==> config.mk <==
export PLATFORM = sky130hd
export DESIGN_NAME = imem_fetch_ctrl
export DESIGN_NICKNAME = d
export VERILOG_FILES = /design/src/rtl/imem_pkg.sv /design/src/rtl/fetch_fifo.sv /design/src/rtl/imem_fetch_ctrl.sv
export SDC_FILE = /design/constraint.sdc
export NUM_CORES = 1
export LEC_CHECK = 0
export BUFFER_PORTS_ARGS = -buffer_cell sky130_fd_sc_hd__buf_2
export CORE_MARGIN = 1.5
export CORE_UTILIZATION = 45
export DETAILED_ROUTE_END_ITERATION = 7
export PLACE_DENSITY = 0.68
export SLEW_MARGIN = 5
export SYNTH_ARGS = -nofsm -noshare
export SYNTH_HDL_FRONTEND = slang
export SYNTH_SLANG_ARGS = --single-unit
==> constraint.sdc <==
create_clock -name clk -period 9.16 [get_ports clk]
set_input_delay 0 -clock clk [delete_from_list [all_inputs] [get_ports clk]]
set_output_delay 0 -clock clk [all_outputs]
set_load 0.01 [all_outputs]
==> src/rtl/imem_pkg.sv <==
// Shared definitions for the instruction fetch front end.
package imem_pkg;

   localparam logic [31:0] BASE_ADDR = 32'h0040_0000;
   localparam int unsigned IMEM_AW   = 11;
   localparam logic [31:0] IMEM_SPAN = 32'd8192;
   localparam int unsigned ENTRY_W   = 64;

   typedef enum logic [1:0] {
      ST_IDLE  = 2'd0,
      ST_RUN   = 2'd1,
      ST_FAULT = 2'd2
   } fetch_state_e;

   // One prefetch queue entry: the PC travels with its instruction word.
   typedef struct packed {
      logic [31:0] pc;
      logic [31:0] instr;
   } fetch_entry_t;

   // A PC is fetchable when word aligned and inside the ROM byte window.
   function automatic logic pc_legal(input logic [31:0] pc, input logic [31:0] base);
      logic [31:0] off;
      off = pc - base;
      return (pc[1:0] == 2'b00) && (off < IMEM_SPAN);
   endfunction

endpackage

==> src/rtl/fetch_fifo.sv <==
// Prefetch queue: power-of-two deep circular buffer with flush.
module fetch_fifo #(
   parameter int unsigned DEPTH = 4,
   parameter int unsigned WIDTH = 64
) (
   input  logic                     clk,
   input  logic                     rst,
   input  logic                     push,
   input  logic                     pop,
   input  logic                     flush,
   input  logic [WIDTH-1:0]         wdata,
   output logic [WIDTH-1:0]         rdata,
   output logic                     full,
   output logic                     empty,
   output logic [$clog2(DEPTH):0]   count
);

   localparam int unsigned PW = $clog2(DEPTH);
   localparam int unsigned CW = PW + 1;

   logic [WIDTH-1:0] mem_q [DEPTH];
   logic [WIDTH-1:0] mem_d [DEPTH];
   logic [PW-1:0]    wr_ptr_q, wr_ptr_d;
   logic [PW-1:0]    rd_ptr_q, rd_ptr_d;
   logic [CW-1:0]    count_q, count_d;
   logic             empty_q, empty_d;
   logic             full_q, full_d;

   // Next-state: flush wins; pointers wrap naturally at the power-of-two depth.
   always_comb begin
      mem_d    = mem_q;
      wr_ptr_d = wr_ptr_q;
      rd_ptr_d = rd_ptr_q;
      count_d  = count_q;
      if (flush) begin
         wr_ptr_d = '0;
         rd_ptr_d = '0;
         count_d  = '0;
      end else begin
         if (push) begin
            mem_d[wr_ptr_q] = wdata;
            wr_ptr_d        = wr_ptr_q + PW'(1);
         end
         if (pop) begin
            rd_ptr_d = rd_ptr_q + PW'(1);
         end
         case ({push, pop})
            2'b10:   count_d = count_q + CW'(1);
            2'b01:   count_d = count_q - CW'(1);
            default: count_d = count_q;
         endcase
      end
      empty_d = (count_d == '0);
      full_d  = (count_d == CW'(DEPTH));
   end

   // Storage, pointers and status flags.
   always_ff @(posedge clk or posedge rst) begin
      if (rst) begin
         mem_q    <= '{default: '0};
         wr_ptr_q <= '0;
         rd_ptr_q <= '0;
         count_q  <= '0;
         empty_q  <= 1'b1;
         full_q   <= 1'b0;
      end else begin
         mem_q    <= mem_d;
         wr_ptr_q <= wr_ptr_d;
         rd_ptr_q <= rd_ptr_d;
         count_q  <= count_d;
         empty_q  <= empty_d;
         full_q   <= full_d;
      end
   end

   assign rdata = mem_q[rd_ptr_q];
   assign full  = full_q;
   assign empty = empty_q;
   assign count = count_q;

endmodule

==> src/rtl/imem_fetch_ctrl.sv <==
// Instruction fetch controller: walks the ROM into a prefetch queue,
// handles redirects and flags out-of-range or misaligned fetch PCs.
module imem_fetch_ctrl #(
   parameter logic [31:0] BASE_ADDR = imem_pkg::BASE_ADDR,
   parameter int unsigned QDEPTH    = 4
) (
   input  logic        clk,
   input  logic        rst,
   input  logic        enable,
   input  logic        redirect_valid,
   input  logic [31:0] redirect_pc,
   output logic [10:0] imem_addr,
   input  logic [31:0] imem_data,
   output logic        out_valid,
   input  logic        out_ready,
   output logic [31:0] out_instr,
   output logic [31:0] out_pc,
   output logic        fault
);

   import imem_pkg::*;

   // QDEPTH must be a power of two, at least 2, for pointer wrap to work.
   localparam int unsigned CW = $clog2(QDEPTH) + 1;

   fetch_state_e       state_q, state_d;
   logic [31:0]        fetch_pc_q, fetch_pc_d;
   logic [IMEM_AW-1:0] imem_addr_q, imem_addr_d;
   logic               fault_q, fault_d;

   logic               pc_ok;
   logic               redir_ok;
   logic               push;
   logic               pop;
   logic               fifo_full;
   logic               fifo_empty;
   logic [CW-1:0]      fifo_count;
   fetch_entry_t       wr_entry;
   fetch_entry_t       head_entry;

   // Handshake decode: redirect cycles never push, but a pop still retires.
   always_comb begin
      pc_ok          = pc_legal(fetch_pc_q, BASE_ADDR);
      redir_ok       = pc_legal(redirect_pc, BASE_ADDR);
      pop            = ~fifo_empty & out_ready;
      push           = (state_q == ST_RUN) & pc_ok & ~redirect_valid &
                       ((fifo_count < CW'(QDEPTH)) | pop);
      wr_entry.pc    = fetch_pc_q;
      wr_entry.instr = imem_data;
   end

   // Next state, next fetch PC and registered outputs.
   always_comb begin
      state_d    = state_q;
      fetch_pc_d = fetch_pc_q;
      if (redirect_valid) begin
         fetch_pc_d = redirect_pc;
         if (!redir_ok) begin
            state_d = ST_FAULT;
         end else begin
            case (state_q)
               ST_IDLE:  state_d = ST_IDLE;
               ST_RUN:   state_d = enable ? ST_RUN : ST_IDLE;
               ST_FAULT: state_d = ST_RUN;
               default:  state_d = ST_IDLE;
            endcase
         end
      end else begin
         if (push) begin
            fetch_pc_d = fetch_pc_q + 32'd4;
         end
         case (state_q)
            ST_IDLE:  state_d = enable ? ST_RUN : ST_IDLE;
            ST_RUN: begin
               if (!pc_ok)       state_d = ST_FAULT;
               else if (!enable) state_d = ST_IDLE;
            end
            ST_FAULT: state_d = ST_FAULT;
            default:  state_d = ST_IDLE;
         endcase
      end
      imem_addr_d = IMEM_AW'((fetch_pc_d - BASE_ADDR) >> 2);
      fault_d     = (state_d == ST_FAULT);
   end

   // Control state registers.
   always_ff @(posedge clk or posedge rst) begin
      if (rst) begin
         state_q     <= ST_IDLE;
         fetch_pc_q  <= BASE_ADDR;
         imem_addr_q <= '0;
         fault_q     <= 1'b0;
      end else begin
         state_q     <= state_d;
         fetch_pc_q  <= fetch_pc_d;
         imem_addr_q <= imem_addr_d;
         fault_q     <= fault_d;
      end
   end

   fetch_fifo #(
      .DEPTH (QDEPTH),
      .WIDTH (ENTRY_W)
   ) u_fifo (
      .clk   (clk),
      .rst   (rst),
      .push  (push),
      .pop   (pop),
      .flush (redirect_valid),
      .wdata (wr_entry),
      .rdata (head_entry),
      .full  (fifo_full),
      .empty (fifo_empty),
      .count (fifo_count)
   );

   // Queue status flags must stay consistent with the occupancy count.
   a_full_consistent: assert property (@(posedge clk) disable iff (rst)
      fifo_full == (fifo_count == CW'(QDEPTH)));

   assign imem_addr = imem_addr_q;
   assign out_valid = ~fifo_empty;
   assign out_instr = head_entry.instr;
   assign out_pc    = head_entry.pc;
   assign fault     = fault_q;

endmodule

Yosys cells after proc, flatten, opt, wreduce, memory -nomap -nowiden
Index checks and enable logic that the tools add are counted.
Cells by class
  bitwise gates (word level): 9
  $lt $le $gt $ge: 6
  reductions and logical operators: 10
  muxes and demuxes: 21
  equality and inequality tests: 5
  $add $sub $neg: 8
Operators with widths (number)
  bitwise mux 256 bit: 1
  two-way mux 64 bit: 3
  binary-select mux 64 bit (select 2 bit): 1
  demux 64 bit (select 2 bit): 1
  less-than comparator 32 x 14 -> 1 bit (second input constant): 2
  two-way mux 32 bit: 2
  subtractor 32 x 23 -> 32 bit (second input constant): 2
  adder 32 x 3 -> 32 bit (second input constant): 1
  two-way mux 2 bit: 8
  subtractor 13 x 1 -> 13 bit (second input constant): 1
  == test 2 bit (second input constant): 3
  >= comparator 3 bit (second input constant): 2
  zero test 2 bit: 3
  NOT 2 -> 3 bit: 2
  one-hot mux 2 bit (3 select lines): 1
  one-hot mux 3 bit (2 select lines): 1
  adder 2 x 1 -> 2 bit (second input constant): 2
  bitwise AND 1 bit: 4
  == test 2 x 1 -> 1 bit (second input constant): 2
  nonzero test 2 bit: 2
  adder 3 x 1 -> 3 bit (second input constant): 1
  logical AND 1 bit: 3
  zero test 3 bit: 1
  less-than comparator 3 x 1 -> 1 bit (second input constant): 1
  other kinds (8): 9
Word-level totals
  bits of input ports: 69
  flip-flop bits (word level): 310

Depth between registers and ports, before layout
  depth in word-level cells: 10
  mapped depth: 10

Modules after synthesis
Synthesis repeated with hierarchy kept, for this count alone.
Second synthesis, totals
  cell total of the unflattened synthesis: 857
  area, all modules: 14818.0 um^2
Modules (own cells, without submodules)
  fetch_fifo: cells each 665, instances 1, area each 12792.3 um^2, seq. area each 6632.6 um^2
  imem_fetch_ctrl: cells each 192, instances 1, area each 2025.7 um^2, seq. area each 877.1 um^2

Least setup slack after synthesis
No wires, ideal clock.
  kind: reg2reg
  start point: register state_q[1]
  end point: register u_fifo.empty_q (netlist: u_fifo.empty)
  setup slack: 6.426 ns
  required time: 9.077 ns
  clock period less this slack: 2.734 ns
  setup time: 0.083 ns
  data arrival time: 2.651 ns
  cell stages (with the launch flop): 11
  path through: dfrtp_1 > inv_1 > ha_1 > o211ai_2 > or4_1 > ha_1 > fa_1 > xnor2_1 > or3_1 > a21oi_1 > nor3_1
Between the ends
  longest elaborated chain between the ends: 8
  elaborated cells between the ends (all ways): 9
  those cells by class: 3 x eq/ne; 2 x mux; 3 x bitwise; 1 x reduce/logical
Ends and longest elaborated chain
  from (decl): line imem_fetch_ctrl.sv:26  | fetch_state_e state_q, state_d;
  from (signal assigned): line imem_fetch_ctrl.sv:94  | state_q <= state_d;
  == test 2 x 1 -> 1 bit *: line imem_fetch_ctrl.sv:46  | push = (state_q == ST_RUN) & pc_ok & ~redirect_valid &
  bitwise AND 1 bit * (3 in a row): line imem_fetch_ctrl.sv:46
  == test 2 x 1 -> 1 bit / == test 2 bit (equally long branches): line fetch_fifo.sv:47  | case ({push, pop})
  one-hot mux 3 bit (2 select lines) *: line fetch_fifo.sv:47
  two-way mux 3 bit *: line fetch_fifo.sv:35  | if (flush) begin
  via u_fifo.count_d[2]: line fetch_fifo.sv:25  | logic [CW-1:0] count_q, count_d;
  zero test 3 bit *: line fetch_fifo.sv:53  | empty_d = (count_d == '0);
  via u_fifo.empty_d: line fetch_fifo.sv:26  | logic empty_q, empty_d;
  to (signal assigned): line fetch_fifo.sv:71  | empty_q <= empty_d;
  to (decl): line fetch_fifo.sv:26
Mark *: on every way through the listed nets, which the timed path passes. The rest lies on a longest branch.
A chain may end at the register's enable or synchronous reset.

Worst setup path in the final report
  start point: register state_q[1]
  end point: register u_fifo.mem_q[108] (netlist name)
Between the ends
  longest elaborated chain between the ends: 5
Ends and longest elaborated chain
  == test 2 x 1 -> 1 bit: line imem_fetch_ctrl.sv:46
  bitwise AND 1 bit (3 in a row): line imem_fetch_ctrl.sv:46
  AND reduction 2 bit (no source line)
  to (signal assigned): line fetch_fifo.sv:67  | mem_q <= mem_d;
  to (decl): line fetch_fifo.sv:21  | logic [WIDTH-1:0] mem_q [DEPTH];
No other way between the ends.

==> flow_summary.json <==
{
  "grt_usage": 0.184,
  "die-area_um2": 30200,
  "hold_start": "redirect_valid",
  "rows": 62,
  "worst-setup-path-type": "flop to flop",
  "max_clock_freq_mhz": 318,
  "ys.flop_type": "dfrtp_1",
  "combPwrFrac": 0.042,
  "synth_edf_count": 0,
  "drt-total-wl_um": 26700,
  "r2r_start": "state_q[1]",
  "syn_nets": 921,
  "antenna_found_initial": 0,
  "rrSetupSlack_ns": 6.02,
  "rr_endpoint": "u_fifo.mem_q[108]",
  "tightest_slew_ns": 1.12,
  "vias_per_cell": 5.20,
  "dp_hpwl_um": 15500,
  "critPathLaunch": "state_q[1]",
  "vdd_drop_max_v": 0.000115,
  "clockPowerShare": 0.456,
  "worst-path-buf-inv": 2,
  "crit_family": "simple AND/OR/NAND/NOR gates",
  "fin_crit_sh": 0.343,
  "rsz0062_at_grt": "false",
  "drtIter0Drc": 498,
  "tns_ns": 0,
  "start_util": 0.457,
  "critPathLaunchType": "flop",
  "cts.repair.resized": 0,
  "cts-root-buf": "clkbuf_16",
  "first_pass_iters": 4,
  "maxSlewViolCount": 0,
  "hp-class": "primary input to flop",
  "critical-path-slowest-cell": "nor3_4",
  "power_frac_seq": 0.502,
  "worstSkewPairLatency_ns": 0.55,
  "cts_hold_buf": 67,
  "cp_slowest_stage_delay_ns": 0.65,
  "whs_ns": 0.0592,
  "synth_cells": 841,
  "end_kind": "flop",
  "syn_avg_cell_area_um2": 15.6,
  "maxSlewHeadroom": 0.257,
  "switching_share": 0.217,
  "netlist_area_um2": 13100,
  "p_per_area_nw_per_um2": 171,
  "setup_viol": 0,
  "cts_tree": "done",
  "die_h_um": 174,
  "place_congestion": 0.718,
  "ys_seq_elements": 299,
  "drcViolationCount": 0,
  "ys_warn_count": 0,
  "diodes": 0,
  "cts_setup_buffers": 0,
  "cp_max_fo": 45,
  "ys_seq_area_frac": 0.571,
  "period_needed_ns": 3.14,
  "worst_ep_arrival_time_ns": 3.57,
  "h-tree-depth": 1,
  "numClockSinks": 299,
  "worstRegToRegCells": 7,
  "grt_pass1_wl_um": 44600,
  "clockBufferDepth": 3,
  "holdPathStages": 3,
  "p_switching_mw": 0.586,
  "fp.dieW_um": 174,
  "drive_gt1_frac": 0.456,
  "grt_pass1_vias": 8067,
  "avgRoutedWirePerCell_um": 18.6,
  "fin_nets": 1114,
  "skew_ns": 0.0129,
  "ant_nets": 0,
  "status": "complete, no violations",
  "numPortBuffers": 145,
  "vias": 7482,
  "num-fill-cells": 2307,
  "cap_violations": 0,
  "grt_max_degree": 183,
  "syn_to_final_growth_pct": 20.2,
  "cts_buffers": 31,
  "ios": 146,
  "p_leak_nw": 7.85,
  "crit_required_ns": 9.59,
  "hold_violations": 0,
  "power.internal_mw": 2.11,
  "cts.reportedPaths.clkPinSlew_ns": 0.06,
  "path_cells": "inv_1, ha_1, o211ai_2, nor3_4, nand2_2, buf_4, mux2_2",
  "coreArea_um2": 28700,
  "grt-ovfl-total": 0,
  "holdPathEnd": "u_fifo.rd_ptr_q[1]",
  "synth_async_sr_flop_share": 1.00,
  "synth_cell_types": 48
}
[registers in the layout, summed over array words and instances (netlist names)]
| signal | cells |
|---|---|
| fault | 1 |
| u_fifo.count | 3 |
| u_fifo.empty | 1 |
| u_fifo.mem_q | 256 |
| u_fifo.rd_ptr_q | 2 |
| u_fifo.wr_ptr_q | 2 |
| state_q | 2 |
| fetch_pc_q | 32 |
[cells by family after synthesis]
family | count (synthesis) | synth area share
DFF | 299 | 0.571
and+or+nand+nor | 158 | 0.0769
muxes | 264 | 0.292
buffers and inverters | 72 | 0.0282
xor gates and xnor gates | 7 | 0.00467
adders and majority gates | 11 | 0.0111
AOI/OAI and AO/OA | 30 | 0.0160
[per-layer routing]
metal	share of wire	wire length, µm	global-route usage	vias up
met5	0	0	0	-
met4	0.021	569	0.0463	0
met2	0.48	12800	0.297	154
met3	0.041	1090	0.0331	42
li1	-	-	-	3408
met1	0.46	12300	0.258	3878
[final cells by class]
class,instances,area (µm²),area share
multi-input cells,470,5260,0.334
flip-flops and latches,299,7490,0.475
clock buffers,47,936,0.0594
repair buffers,220,1470,0.0932
clock inverters,8,71.3,0.00453
well taps,384,480,0.0305
inverters,12,52.6,0.00333
[power groups by stage]
stage / clock network [mW] / registers [mW] / logic [mW]
6_report: 1.23 / 1.36 / 0.112
5_1_grt: 1.32 / 1.36 / 0.126
4_1_cts: 1.26 / 1.36 / 0.114
3_5_place_dp: 0 / 1.38 / 0.0905
3_3_place_gp: 0 / 1.38 / 0.0896
2_1_floorplan: 0 / 1.37 / 0.0593
[worst register-to-register path, cell delays in order, from the launching register on]
cell	delay, ns
dfrtp_1	0.43
inv_1	0.10
ha_1	0.22
o211ai_2	0.20
nor3_4	0.65
nand2_2	0.54
buf_4	0.49
mux2_2	0.38
[cell usage in the layout (no fill, tap or decap), types with 6 or more instances in the layout]
master,Yosys,final
mux2_4,39,39
dfrtp_1,297,295
inv_1,12,11
o21ai_0,9,9
clkbuf_8,0,10
dlygate4sd3_1,0,67
buf_4,11,7
clkbuf_1,21,6
nand2_1,18,18
nor2_1,10,10
and2_1,81,81
mux4_2,64,64
buf_2,17,145
ha_1,10,10
nand2b_1,6,6
nor4_1,8,8
clkbuf_16,0,31
nor3_1,6,6
mux2_2,158,158
[worst max path at each step]
stage	to	slack (ns)	depth (start not counted)
2_1_floorplan	fault	0.90	1
3_3_place_gp	u_fifo.mem_q[163]	6.05	8
3_5_place_dp	u_fifo.mem_q[79]	6.02	8
4_1_cts	u_fifo.mem_q[44]	6.00	7
5_1_grt	u_fifo.mem_q[108]	5.79	7
6_report	u_fifo.mem_q[108]	6.02	7
[through the flow]
step	cells	instance area (µm²)	total power, mW	worst slack (ns)	utilization
global placement	1318	14100	1.47	6.05	0.491
CTS	1440	15800	2.73	6.00	0.549
global route	1440	15800	2.80	5.79	0.549
detailed placement	1318	14100	1.47	6.02	0.491
finish	1440	15800	2.70	6.02	0.549
floorplan	841	13100	1.43	0.902	-
[cells in the mapped netlist (3+ instances only)]
master	count	area, µm²
and2_1	81	507
o31a_1	3	26.3
nand2_1	18	67.6
buf_6	5	56.3
clkbuf_1	21	78.8
nor4_1	8	50.1
nand3_1	5	25.0
nand2_2	3	18.8
buf_4	11	82.6
dfrtp_1	297	7430
nor3_1	6	30.0
a21o_1	5	37.5
or3_1	4	25.0
nor4_4	3	63.8
ha_1	10	125
o21ai_0	9	45.0
mux4_2	64	1440
nand2b_1	6	37.5
mux2i_1	3	30.0
mux2_4	39	586
xnor2_1	4	35.0
buf_1	6	22.5
xor2_1	3	26.3
mux2_2	158	1780
buf_2	17	85.1
nor2_1	10	37.5
nand4_1	4	25.0
inv_1	12	45.0
(Power assumes the default switching activity.)
